<file path="config.mk">
export PLATFORM = sky130hd
export DESIGN_NAME = muldiv_unit
export DESIGN_NICKNAME = d
export VERILOG_FILES = /design/src/rtl/muldiv_pkg.sv /design/src/rtl/muldiv_unit.sv
export SDC_FILE = /design/constraint.sdc
export NUM_CORES = 1
export LEC_CHECK = 0
export CELL_PAD_IN_SITES_DETAIL_PLACEMENT = 1
export CELL_PAD_IN_SITES_GLOBAL_PLACEMENT = 1
export CORE_MARGIN = 2
export CORE_UTILIZATION = 40
export DETAILED_ROUTE_END_ITERATION = 8
export PLACE_DENSITY = 0.85
export SYNTH_ARGS = -nofsm -noshare
export SYNTH_HDL_FRONTEND = slang
export SYNTH_SLANG_ARGS = --single-unit
</file>
<file path="constraint.sdc">
create_clock -name clk -period 15.6 [get_ports clk]
set_input_delay 3.12 -clock clk [delete_from_list [all_inputs] [get_ports clk]]
set_output_delay 3.12 -clock clk [all_outputs]
set_load 0.01 [all_outputs]
</file>
<file path="src/rtl/muldiv_pkg.sv">
// Shared constants, state encoding and the restoring-division step for the M-extension unit.
package muldiv_pkg;

  localparam int XLEN = 32;

  localparam logic [3:0] ALU_MUL = 4'b1011;
  localparam logic [3:0] ALU_DIV = 4'b1100;
  localparam logic [3:0] ALU_REM = 4'b1101;

  typedef enum logic [1:0] {IDLE, CALC, FIX, DONE} state_t;

  // One restoring iteration on {remainder, quotient}: shift, trial-subtract, set quotient bit.
  function automatic logic [2*XLEN-1:0] div_step(input logic [2*XLEN-1:0] rq,
                                                 input logic [XLEN-1:0]   divisor);
    logic [2*XLEN-1:0] sh;
    sh = {rq[2*XLEN-2:0], 1'b0};
    if (sh[2*XLEN-1:XLEN] >= divisor) begin
      sh[2*XLEN-1:XLEN] = sh[2*XLEN-1:XLEN] - divisor;
      sh[0] = 1'b1;
    end
    return sh;
  endfunction

endpackage

</file>
<file path="src/rtl/muldiv_unit.sv">
// Multi-cycle mul/div/rem unit: shift-add multiply, restoring signed divide, start/done handshake.
module muldiv_unit #(
  parameter int XLEN = muldiv_pkg::XLEN
) (
  input  logic            clk,
  input  logic            rst,
  input  logic            start,
  input  logic [3:0]      alu_control,
  input  logic [XLEN-1:0] op_a,
  input  logic [XLEN-1:0] op_b,
  input  logic            flush,
  output logic            busy,
  output logic            done,
  output logic [XLEN-1:0] result
);
  import muldiv_pkg::*;

  localparam int CNT_W = $clog2(XLEN) + 1;

  state_t            state, state_next;
  logic [3:0]        op;
  logic              sign_a, sign_b;
  logic [XLEN-1:0]   mcand, mplier, product, divisor;
  logic [2*XLEN-1:0] rq;
  logic [CNT_W-1:0]  count;

  logic            valid_op, is_div, is_rem, div_zero, div_ovf, special, accept;
  logic [XLEN-1:0] abs_a, abs_b, special_result, fixed_result, quot, rem;

  always_comb begin
    valid_op = (alu_control == ALU_MUL) || (alu_control == ALU_DIV) || (alu_control == ALU_REM);
    is_div   = (alu_control == ALU_DIV);
    is_rem   = (alu_control == ALU_REM);
    div_zero = (op_b == '0);
    div_ovf  = (op_a == {1'b1, {(XLEN-1){1'b0}}}) && (op_b == '1);
    special  = (is_div || is_rem) && (div_zero || div_ovf);
    accept   = (state == IDLE) && start && valid_op && !flush;
    abs_a    = op_a[XLEN-1] ? -op_a : op_a;
    abs_b    = op_b[XLEN-1] ? -op_b : op_b;
    // Overflow div returns op_a (0x80000000) unchanged, same path as rem-by-zero.
    if (is_div) special_result = div_zero ? '1 : op_a;
    else        special_result = div_zero ? op_a : '0;
  end

  always_comb begin
    quot = rq[XLEN-1:0];
    rem  = rq[2*XLEN-1:XLEN];
    if (op == ALU_DIV)      fixed_result = (sign_a ^ sign_b) ? -quot : quot;
    else if (op == ALU_REM) fixed_result = sign_a ? -rem : rem;
    else                    fixed_result = product;
  end

  always_ff @(posedge clk or posedge rst) begin
    if (rst) state <= IDLE;
    else     state <= state_next;
  end

  always_comb begin
    state_next = state;
    unique case (state)
      IDLE: if (accept) state_next = special ? DONE : CALC;
      CALC: if (count == CNT_W'(XLEN-1)) state_next = FIX;
      FIX:  state_next = DONE;
      DONE: state_next = IDLE;
      default: state_next = IDLE;
    endcase
    if (flush) state_next = IDLE;
  end

  always_comb begin
    busy = (state != IDLE);
    done = (state == DONE);
  end

  always_ff @(posedge clk or posedge rst) begin
    if (rst) begin
      op      <= '0;
      sign_a  <= 1'b0;
      sign_b  <= 1'b0;
      mcand   <= '0;
      mplier  <= '0;
      product <= '0;
      divisor <= '0;
      rq      <= '0;
      count   <= '0;
      result  <= '0;
    end else if (accept) begin
      op      <= alu_control;
      sign_a  <= op_a[XLEN-1];
      sign_b  <= op_b[XLEN-1];
      mcand   <= op_a;
      mplier  <= op_b;
      product <= '0;
      divisor <= abs_b;
      rq      <= {{XLEN{1'b0}}, abs_a};
      count   <= '0;
      if (special) result <= special_result;
    end else if (!flush && state == CALC) begin
      // Multiply and divide datapaths both advance; FIX picks the one matching op.
      product <= product + (mplier[0] ? mcand : '0);
      mcand   <= mcand << 1;
      mplier  <= mplier >> 1;
      rq      <= div_step(rq, divisor);
      count   <= count + 1'b1;
    end else if (!flush && state == FIX) begin
      result <= fixed_result;
    end
  end

endmodule

</file>
; Yosys cells after proc, flatten, opt, wreduce, memory -nomap -nowiden
; Index checks and enable logic that the tools add are counted.
[totals]
ff_bits = 238
elab_cells = 85
input_bits = 72
out_inout_bits = 34
[classes]
n_addsub = 7
n_reduce_logical = 19
bitwise_logic = 1
eq_ne = 15
muxes = 31
n_lt_le_gt_ge = 1
[op_table]
columns = cell, n
row1 = 32-bit 2-to-1 mux, 21
row2 = 64-bit 2-to-1 mux, 2
row3 = 32-bit negator, 4
row4 = "32-bit equality test, second input constant", 2
row5 = 32-bit adder, 1
row6 = 32-bit greater-or-equal comparator, 1
row7 = 32-bit zero test, 1
row8 = 32-bit subtractor, 1
row9 = "4-bit equality test, second input constant", 5
row10 = 6-bit 2-to-1 mux, 2
row11 = 2-bit 2-to-1 mux, 4
row12 = 2-bit one-hot mux with 4 select lines, 1
row13 = 1-bit logical AND, 7
row14 = "6-bit by 1-bit adder with 6-bit output, second input constant", 1
row15 = "6-bit by 5-bit equality test with 1-bit output, second input constant", 1
row16 = "3-bit != test, second input constant", 2
row17 = 2-bit nonzero test, 3
row18 = "2-bit equality test, second input constant", 2
row19 = 1-bit logical OR, 4
row20 = "2-bit != test, second input constant", 2
row21 = 3-bit AND reduction, 1
row22 = "2-bit by 1-bit equality test with 1-bit output, second input constant", 1
row23 = 2-bit zero test, 1
row24 = 2-bit AND reduction, 1
row25 = 3 further kinds, 3

; Depth between registers and ports, before layout
; Gate-level depths: netlist of the first run.
[depth]
ltp_word = 8
mapped_depth = 13
mapped_depth_nobuf = 11

; Least setup slack after synthesis of the first run
; OpenSTA, ideal clock, no wires.
[synth_timing]
path_type = in2reg
start = input port op_b[0]
end = register divisor[27]
setup_ps = 130
n_path_buf = 0
setup_slack_ps = 9933
arrival_ps = 5538
required_time_ps = 15470
stages = 8
cell_sequence = or3_1 or4_1 or4_4 or3_1 or3_1 o31ai_2 xor2_1 o21ai_1
[synth_between]
elab_chain_len = 2
[synth_rtl]
columns = element, line
row1 = "start, declared", muldiv_unit.sv:10  ; input logic [XLEN-1:0] op_b,
row2 = 32-bit negator, muldiv_unit.sv:39  ; abs_b = op_b[XLEN-1] ? -op_b : op_b;
row3 = 32-bit 2-to-1 mux, muldiv_unit.sv:39
row4 = "end signal, assigned", muldiv_unit.sv:94  ; divisor <= abs_b;
row5 = "end, declared", muldiv_unit.sv:23  ; logic [XLEN-1:0] mcand, mplier, product, divisor;
; Every way passes these cells.
; A chain may end at the register's enable or synchronous reset.

; Final worst setup path of the first run
[layout_timing]
start = input port op_b[31]
end = register result[12]
[layout_between]
elab_chain_len = 6
word_cells_on_any_way = 12
classes_between = 2 x eq/ne / 5 x mux / 5 x reduce/logical
[layout_rtl]
columns = element, line
row1 = 32-bit equality test, muldiv_unit.sv:35  ; div_ovf = (op_a == {1'b1, {(XLEN-1){1'b0}}}) && (op_b == '1);
row2 = 1-bit logical AND, muldiv_unit.sv:35
row3 = 1-bit logical OR, muldiv_unit.sv:36  ; special = (is_div || is_rem) && (div_zero || div_ovf);
row4 = 1-bit logical AND, muldiv_unit.sv:36
row5 = 2-bit != test (no line), --
row6 = 3-bit AND reduction (no line), --
row7 = "end signal, assigned", muldiv_unit.sv:97  ; if (special) result <= special_result;
row8 = "end signal, assigned", muldiv_unit.sv:106  ; result <= fixed_result;
row9 = "end, declared", muldiv_unit.sv:14  ; output logic [XLEN-1:0] result
; Several ways; a longest one is shown, not always the timed one. The select of a mux whose other input is x is not followed.

==> key figures, run 1 <==
Run status
  • Status: completed

Routing
  • Post-route ant nets: 0
  • Vias: 17900
  • Pre-antenna DRT Iters: 5
  • WL final: between 60000 and 70000 µm
  • DR iter-0 viols: around 1300
  • WL per Instance: between 20 and 25 µm
  • Via-to-Cell Ratio: just over 6
  • DRC: 0

Floorplan
  • CORE AREA: about 0.044 mm²
  • # rows: 77
  • Total die area: 0.0459 mm²
  • Initial Utilization: between 40% and 50%
  • Die width: about 210 µm
  • Die height: 214 µm
  • Top Ports: roughly 110

Clock tree
  • CTS Root Cell: clkbuf_16
  • CTS Sinks: approximately 240
  • Setup Fix Bufs, Post-CTS: 0
  • H-tree levels: 1
  • Clk buf depth: 3
  • Clock transition at path regs: roughly 0.060 ns
  • Post-cts hold buffer count: 0
  • CTS tree: yes
  • Post-CTS sizing: 0
  • CTS Buf Count: 30
  • Clk_lat worst skew: about 0.6 ns

Power
  • Worst-case vdd ir drop: 0.0000952 V
  • Static Leakage: about 8.5 nW
  • Pwr Density: approximately 230 mW/mm²

Synth
  • Main flop type after synthesis: dfrtp_1
  • Syn nets: 2390
  • Post-synthesis sequential area ratio: around 34%
  • Top-area cell type share of the netlist area: between 30% and 40%
  • Syn. warnings: 0
  • Number of synthesized register bits: about 240
  • Cells after Synth: 2242
  • Synth area leaders: dfrtp_1 34%, nand2_1 8.1%, ha_1 5.2%, xnor2_1 4.4%, nor2_1 4.3%
  • Asr flop ratio synth: 100%
  • Post-synth top area cell: dfrtp_1
  • Post-synthesis average cell area: approximately 8 µm²
  • EDFF count, synth: 0
  • Cell area after synthesis: 0.0177 mm²
  • Post-synthesis cell type count: 80

Hold path
  • Hold Path Depth: 2
  • Min-delay src: divisor[21]$_DFFE_PP0P_
  • Min-Delay Endpoint: divisor[21]$_DFFE_PP0P_
  • Worst hold path class: reg -> reg

Finish
  • Ratio of cells with drive above 1 in the final layout: roughly 5.2%
  • Commonest non-fill, non-tap cell in the layout: nand2_1
  • Ant. Diodes: 0
  • Nets: 2408
  • Commonest non-fill, non-tap cells in the layout: 380 x nand2_1, 238 x dfrtp_1, 204 x nor2_1
  • Cell Count, Final, Fillers Out: 2875
  • Synth-to-layout area growth: 14.3%
  • Final core occ: between 40 and 50%

Critical path
  • Worst-path cell chain: clkdlybuf4s50_1, or4_1, or4_4, o21ai_1, a21oi_1, a211oi_1, a21o_1
  • Worst reg2reg startpoint: mplier[0]$_DFFE_PP0P_
  • CP endpoint kind: register
  • Worst setup SP type: primary input
  • Crit path DAT: between 7 and 8 ns
  • WS Path Type: in -> reg
  • Delay-heaviest family, CP: simple AND/OR/NAND/NOR gates
  • Reg2Reg Depth: 12
  • Worst path bufs/invs: 1
  • Critical-path maximum fanout: 34
  • Worst path slowest cell: clkdlybuf4s50_1
  • Slowest stage delay, CP: about 1.0 ns
  • Critical Path RT: about 16 ns
  • Crit Reg-Reg Endpoint: product[30]$_DFFE_PP0P_
  • Worst R2R Setup Slack: approximately 11 ns

Placed design
  • Detail Placement HPWL: around 46000 µm
  • Placer Congestion: ~0.93
  • I/O Buffers: around 110
  • Placed insts: around 2800
  • Pre-CTS WS: between 8 and 9 ns

Timing
  • Relative slew slack: about 16%
  • Final Max Slew Viols: 0
  • RSZ-0062 raised after global routing: no
  • Fmax: roughly 150 MHz
  • Worst-Margin Slew: roughly 1.3 ns
  • Final setup vio count: 0
  • Final hold vios: 0
  • Worst setup margin: between 8 and 9 ns
  • Tmin final: around 6.6 ns
  • Setup_tns: 0 ns
  • Clk_skew: 0.00821 ns
  • Final period util: between 40% and 50%

Flow run
  • Max Cap Viol: 0

Global routing
  • Global-route wire length before repair: 104000 µm
  • Vias in the first global route: between 15000 and 20000
  • Initial antenna violation count: 1
  • Global route total overflow: 0
  • Total GRT Usage: between 20 and 30%
  • Pin count of the biggest net entering global routing: 85
-- report_power, final --
group          internal, mW  switching, mW  leakage [nW]  total (mW)
logic                  1.02           1.52          5.04        2.54
registers             0.909          0.361          2.97        1.27
clock network         0.477          0.298         0.532       0.775
-- metal layers --
metal | up-vias | GRT usage (%) | share of wire, %
met5 | - | 0 | 0.026
met3 | 151 | 4.31 | 6.1
li1 | 8058 | - | -
met1 | 9047 | 37.0 | 43
met4 | 2 | 9.95 | 3.7
met2 | 625 | 45.8 | 47
-- Yosys cell counts, types with 17 or more instances --
cell and instances:
nor2_1 204, nand2_1 381, or4_1 17, o21a_1 20, and3_1 24, clkbuf_1 110
xor2_1 65, nand4_1 23, buf_1 17, dfrtp_1 238, o31ai_1 28, a211oi_1 52
inv_1 70, o21ai_0 152, ha_1 74, a31oi_1 114, o211ai_1 26, a21oi_1 129
or3_1 21, and2_1 37, nand2b_1 18, nor3_1 51, mux2i_1 22, xnor2_1 88
nand3_1 43, a21o_1 35
-- state kept, by name, summed over array words and instances, names as in the netlist --
register  flops
product      32
mplier       32
mcand        32
divisor      32
state         2
count         6
rq           64
sign_a        1
op            4
sign_b        1
result       32
-- logic make-up after synthesis --
family                   after synthesis  synth area share (%)
AND/OR/NAND/NOR                      883                  23.1
AO/OA/AOI/OAI                        655                  23.9
flip-flops                           238                  33.7
buffers and inverters                209                  4.69
XOR/XNOR                             153                  7.58
adder cells (fa/ha/maj)               78                  5.58
multiplexers                          26                  1.50
-- worst reg2reg max path, cell delays in order (launching register included) --
cell and delay [ns]:
dfrtp_1 1.16, and2_1 0.27, ha_1 0.24, fa_1 0.25, a211oi_1 0.10, o21ai_0 0.46, a31oi_1 0.15, buf_4 0.19
o21ai_0 0.55, a31oi_1 0.32, o31ai_1 0.73, nand4b_1 0.20, a31oi_1 0.09
-- cell type report --
type	count	area [µm²]
Clock inverter	13	213
Inverter	70	270
Clock buffer	42	886
Sequential cell	238	5960
Fill cell	5373	23700
Timing Repair Buffer	125	1200
Multi-Input combinational cell	1795	10900
Tap cell	592	741
-- how the worst max path moves through the flow --
stage,from,endpoint,cells past startpoint
6_report,op_b[31],result[12]$_DFFE_PP0P_,7
5_1_grt,op_b[31],result[12]$_DFFE_PP0P_,7
4_1_cts,op_b[31],result[23]$_DFFE_PP0P_,6
3_5_place_dp,op_b[31],result[13]$_DFFE_PP0P_,6
3_3_place_gp,op_b[31],result[12]$_DFFE_PP0P_,7
2_1_floorplan,rst,count[0]$_DFFE_PP0P_,1
-- through the flow --
step                      hold slack [ns]  power, mW  instance area [µm²]
final                               0.487       4.59                20200
after global routing                0.520       4.91                20200
after CTS                           0.494       4.56                20200
after detailed placement            0.480       3.74                19100
after global placement              0.463       3.59                19100
after floorplan                     0.435       2.94                17700
(Power assumes the default switching activity.)
==> inputs of run 2 (changes only) <==
--- a/config.mk
+++ b/config.mk
@@ -10,7 +10,7 @@
 export CORE_MARGIN = 2
 export CORE_UTILIZATION = 40
 export DETAILED_ROUTE_END_ITERATION = 8
-export PLACE_DENSITY = 0.85
+export PLACE_DENSITY = 0.87
 export SYNTH_ARGS = -nofsm -noshare
 export SYNTH_HDL_FRONTEND = slang
 export SYNTH_SLANG_ARGS = --single-unit
==> constraint.sdc (replaced) <==
create_clock -name clk -period 6 [get_ports clk]
set_input_delay 1.2 -clock clk [delete_from_list [all_inputs] [get_ports clk]]
set_output_delay 1.2 -clock clk [all_outputs]
set_load 0.01 [all_outputs]
==> run 2 against run 1 <==
Against the previous run: register-to-register slack worse by 9.1 ns; via count is 0.53% lower; total power grew to 2.6 times the previous value; wire length is 0.61% lower; global-route usage is 0.20 points lower; flip-flop and latch count stayed put; largest power group unchanged.
==> key figures, run 2 (synthesis gave the netlist of run 1 again) <==
Clock tree
  • Clk_lat worst skew: approximately 0.60 ns
  • CTS Sinks: 238
  • CTS tree: yes
  • CTS Root Cell: clkbuf_16
  • H-tree levels: 1
  • Post-cts hold buffer count: 0
  • Setup Fix Bufs, Post-CTS: 0
  • Clk buf depth: 3
  • Clock transition at path regs: ~0.06 ns
  • CTS Buf Count: 30
  • Post-CTS sizing: 0

Finish
  • Commonest non-fill, non-tap cells in the layout: 380 x nand2_1, 238 x dfrtp_1, 204 x nor2_1
  • Multi-input gate area: 0.0109 mm²
  • Commonest non-fill, non-tap cell in the layout: nand2_1
  • Fillers: approximately 5400
  • Synth-to-layout area growth: 14.2%
  • Cell area after layout: between 0.02 and 0.025 mm²
  • Largest reg by FF count: rq
  • Ant. Diodes: 0
  • Number of flip-flops under the largest register name: 64
  • Cell Count, Final, Fillers Out: around 2900
  • Final core occ: between 40% and 50%
  • Reg area: roughly 0.006 mm²
  • Ratio of cells with drive above 1 in the final layout: 5.24%
  • Nets: ~2400

Placed design
  • Pre-CTS WS: roughly 1.1 ns
  • Placer Congestion: 0.925
  • Placed insts: 2826
  • I/O Buffers: roughly 110
  • Detail Placement HPWL: between 40000 and 50000 µm
  • Placement-stage cell area: roughly 0.019 mm²

Hold path
  • Worst hold path class: reg -> reg
  • Min-delay src: op[3]$_DFFE_PP0P_
  • Min-Delay Endpoint: op[3]$_DFFE_PP0P_
  • Hold Path Depth: 1

Timing
  • Final Max Slew Viols: 0
  • Tmin final: about 4.4 ns
  • Worst hold margin: 0.476 ns
  • Worst setup margin: 1.63 ns
  • Fmax: 229 MHz
  • Clk_skew: approximately 0.03 ns
  • Final hold vios: 0
  • Final period util: roughly 73%
  • Worst-Margin Slew: around 1.3 ns
  • Relative slew slack: a little over a tenth
  • Setup_tns: 0 ns
  • Final setup vio count: 0
  • RSZ-0062 raised after global routing: no

Floorplan
  • CORE AREA: 0.0439 mm²
  • Die width: ~210 µm
  • Top Ports: between 100 and 150
  • Die height: around 210 µm
  • Initial Utilization: around two fifths
  • # rows: 77
  • Total die area: 0.0459 mm²

Power
  • Static Leakage: 8.54 nW
  • Pwr Density: 582 mW/mm²
  • Total power: about 12 mW
  • Worst-case vdd ir drop: roughly 0.00030 V

Critical path
  • Delay-heaviest family, CP: simple AND/OR/NAND/NOR gates
  • Worst R2R Setup Slack: approximately 1.7 ns
  • Critical Path RT: approximately 6.5 ns
  • Crit-path most repeated cell: or4_4
  • Slowest stage delay, CP: 0.61 ns
  • Reg2Reg Depth: 13
  • Worst path slowest cell: or4_4
  • Worst path bufs/invs: 1
  • Crit path DAT: ~5 ns
  • WS Path Type: in -> reg
  • Worst setup SP type: primary input
  • Crit Reg-Reg Endpoint: product[30]$_DFFE_PP0P_
  • Critical-path maximum fanout: 29
  • Worst reg2reg startpoint: mplier[0]$_DFFE_PP0P_
  • Worst-path cell chain: clkdlybuf4s50_1, or4_4, or4_4, or4b_4, nor2_8, o21a_4, or2_2, o211ai_1, o21a_1
  • CP endpoint kind: register

Global routing
  • Vias in the first global route: 18400
  • Pin count of the biggest net entering global routing: around 110
  • Global route total overflow: 0
  • Total GRT Usage: approximately 28%
  • Initial antenna violation count: 0
  • Global-route wire length before repair: 103000 µm

Routing
  • DRC: 0
  • WL final: 64500 µm
  • Vias: 17800
  • Via-to-Cell Ratio: 6.17
  • Pre-antenna DRT Iters: 5
  • WL per Instance: 22.4 µm
  • Post-route ant nets: 0
  • DR iter-0 viols: 1472

Flow run
  • Max Cap Viol: 0

Run status
  • Status: completed
-- run 2: changes by cell type in the layout (fill, tap and decap cells not counted), sizes merged --
cell	delta
clkbuf	-1
buf	+6
bufinv	-1
clkinv	+4
clkinvlp	-1
inv	-1
-- run 2: power breakdown --
| group | total (mW) | internal, mW | switching, mW |
|---|---|---|---|
| Clock | 1.90 | 1.13 | 0.773 |
| Combinational | 6.59 | 2.65 | 3.94 |
| Sequential | 3.25 | 2.36 | 0.884 |
| Total | 11.7 | 6.14 | 5.60 |
-- run 2: metal layers --
| layer | global-route usage [%] | wire, µm | vias to the layer above |
|---|---|---|---|
| met1 | 36.3 | 27600 | 8997 |
| met5 | 0 | 0 | - |
| met3 | 4.68 | 3980 | 171 |
| met4 | 10.3 | 2560 | 0 |
| met2 | 45.5 | 30300 | 559 |
| li1 | - | - | 8061 |
-- run 2: worst max path at each step --
stage | startpoint | to | slack [ns] | cells past startpoint
floorplan | rst | count[0]$_DFFE_PP0P_ | 1.68 | 1
finish | op_b[6] | result[1]$_DFFE_PP0P_ | 1.63 | 9
global placement | op_b[12] | result[5]$_DFFE_PP0P_ | 1.26 | 9
detailed placement | op_b[6] | result[1]$_DFFE_PP0P_ | 1.10 | 9
global route | mplier[0]$_DFFE_PP0P_ | product[30]$_DFFE_PP0P_ | 1.42 | 13
CTS | op_b[12] | result[1]$_DFFE_PP0P_ | 1.68 | 9
-- run 2: final cells by class --
type                            instances  share of cell area, %
Clock inverter                         14                  0.911
Sequential cell                       238                   29.5
Clock buffer                           41                   4.07
Inverter                               70                   1.32
Multi-Input combinational cell       1795                   54.2
Tap cell                              592                   3.67
Timing Repair Buffer                  131                   6.36
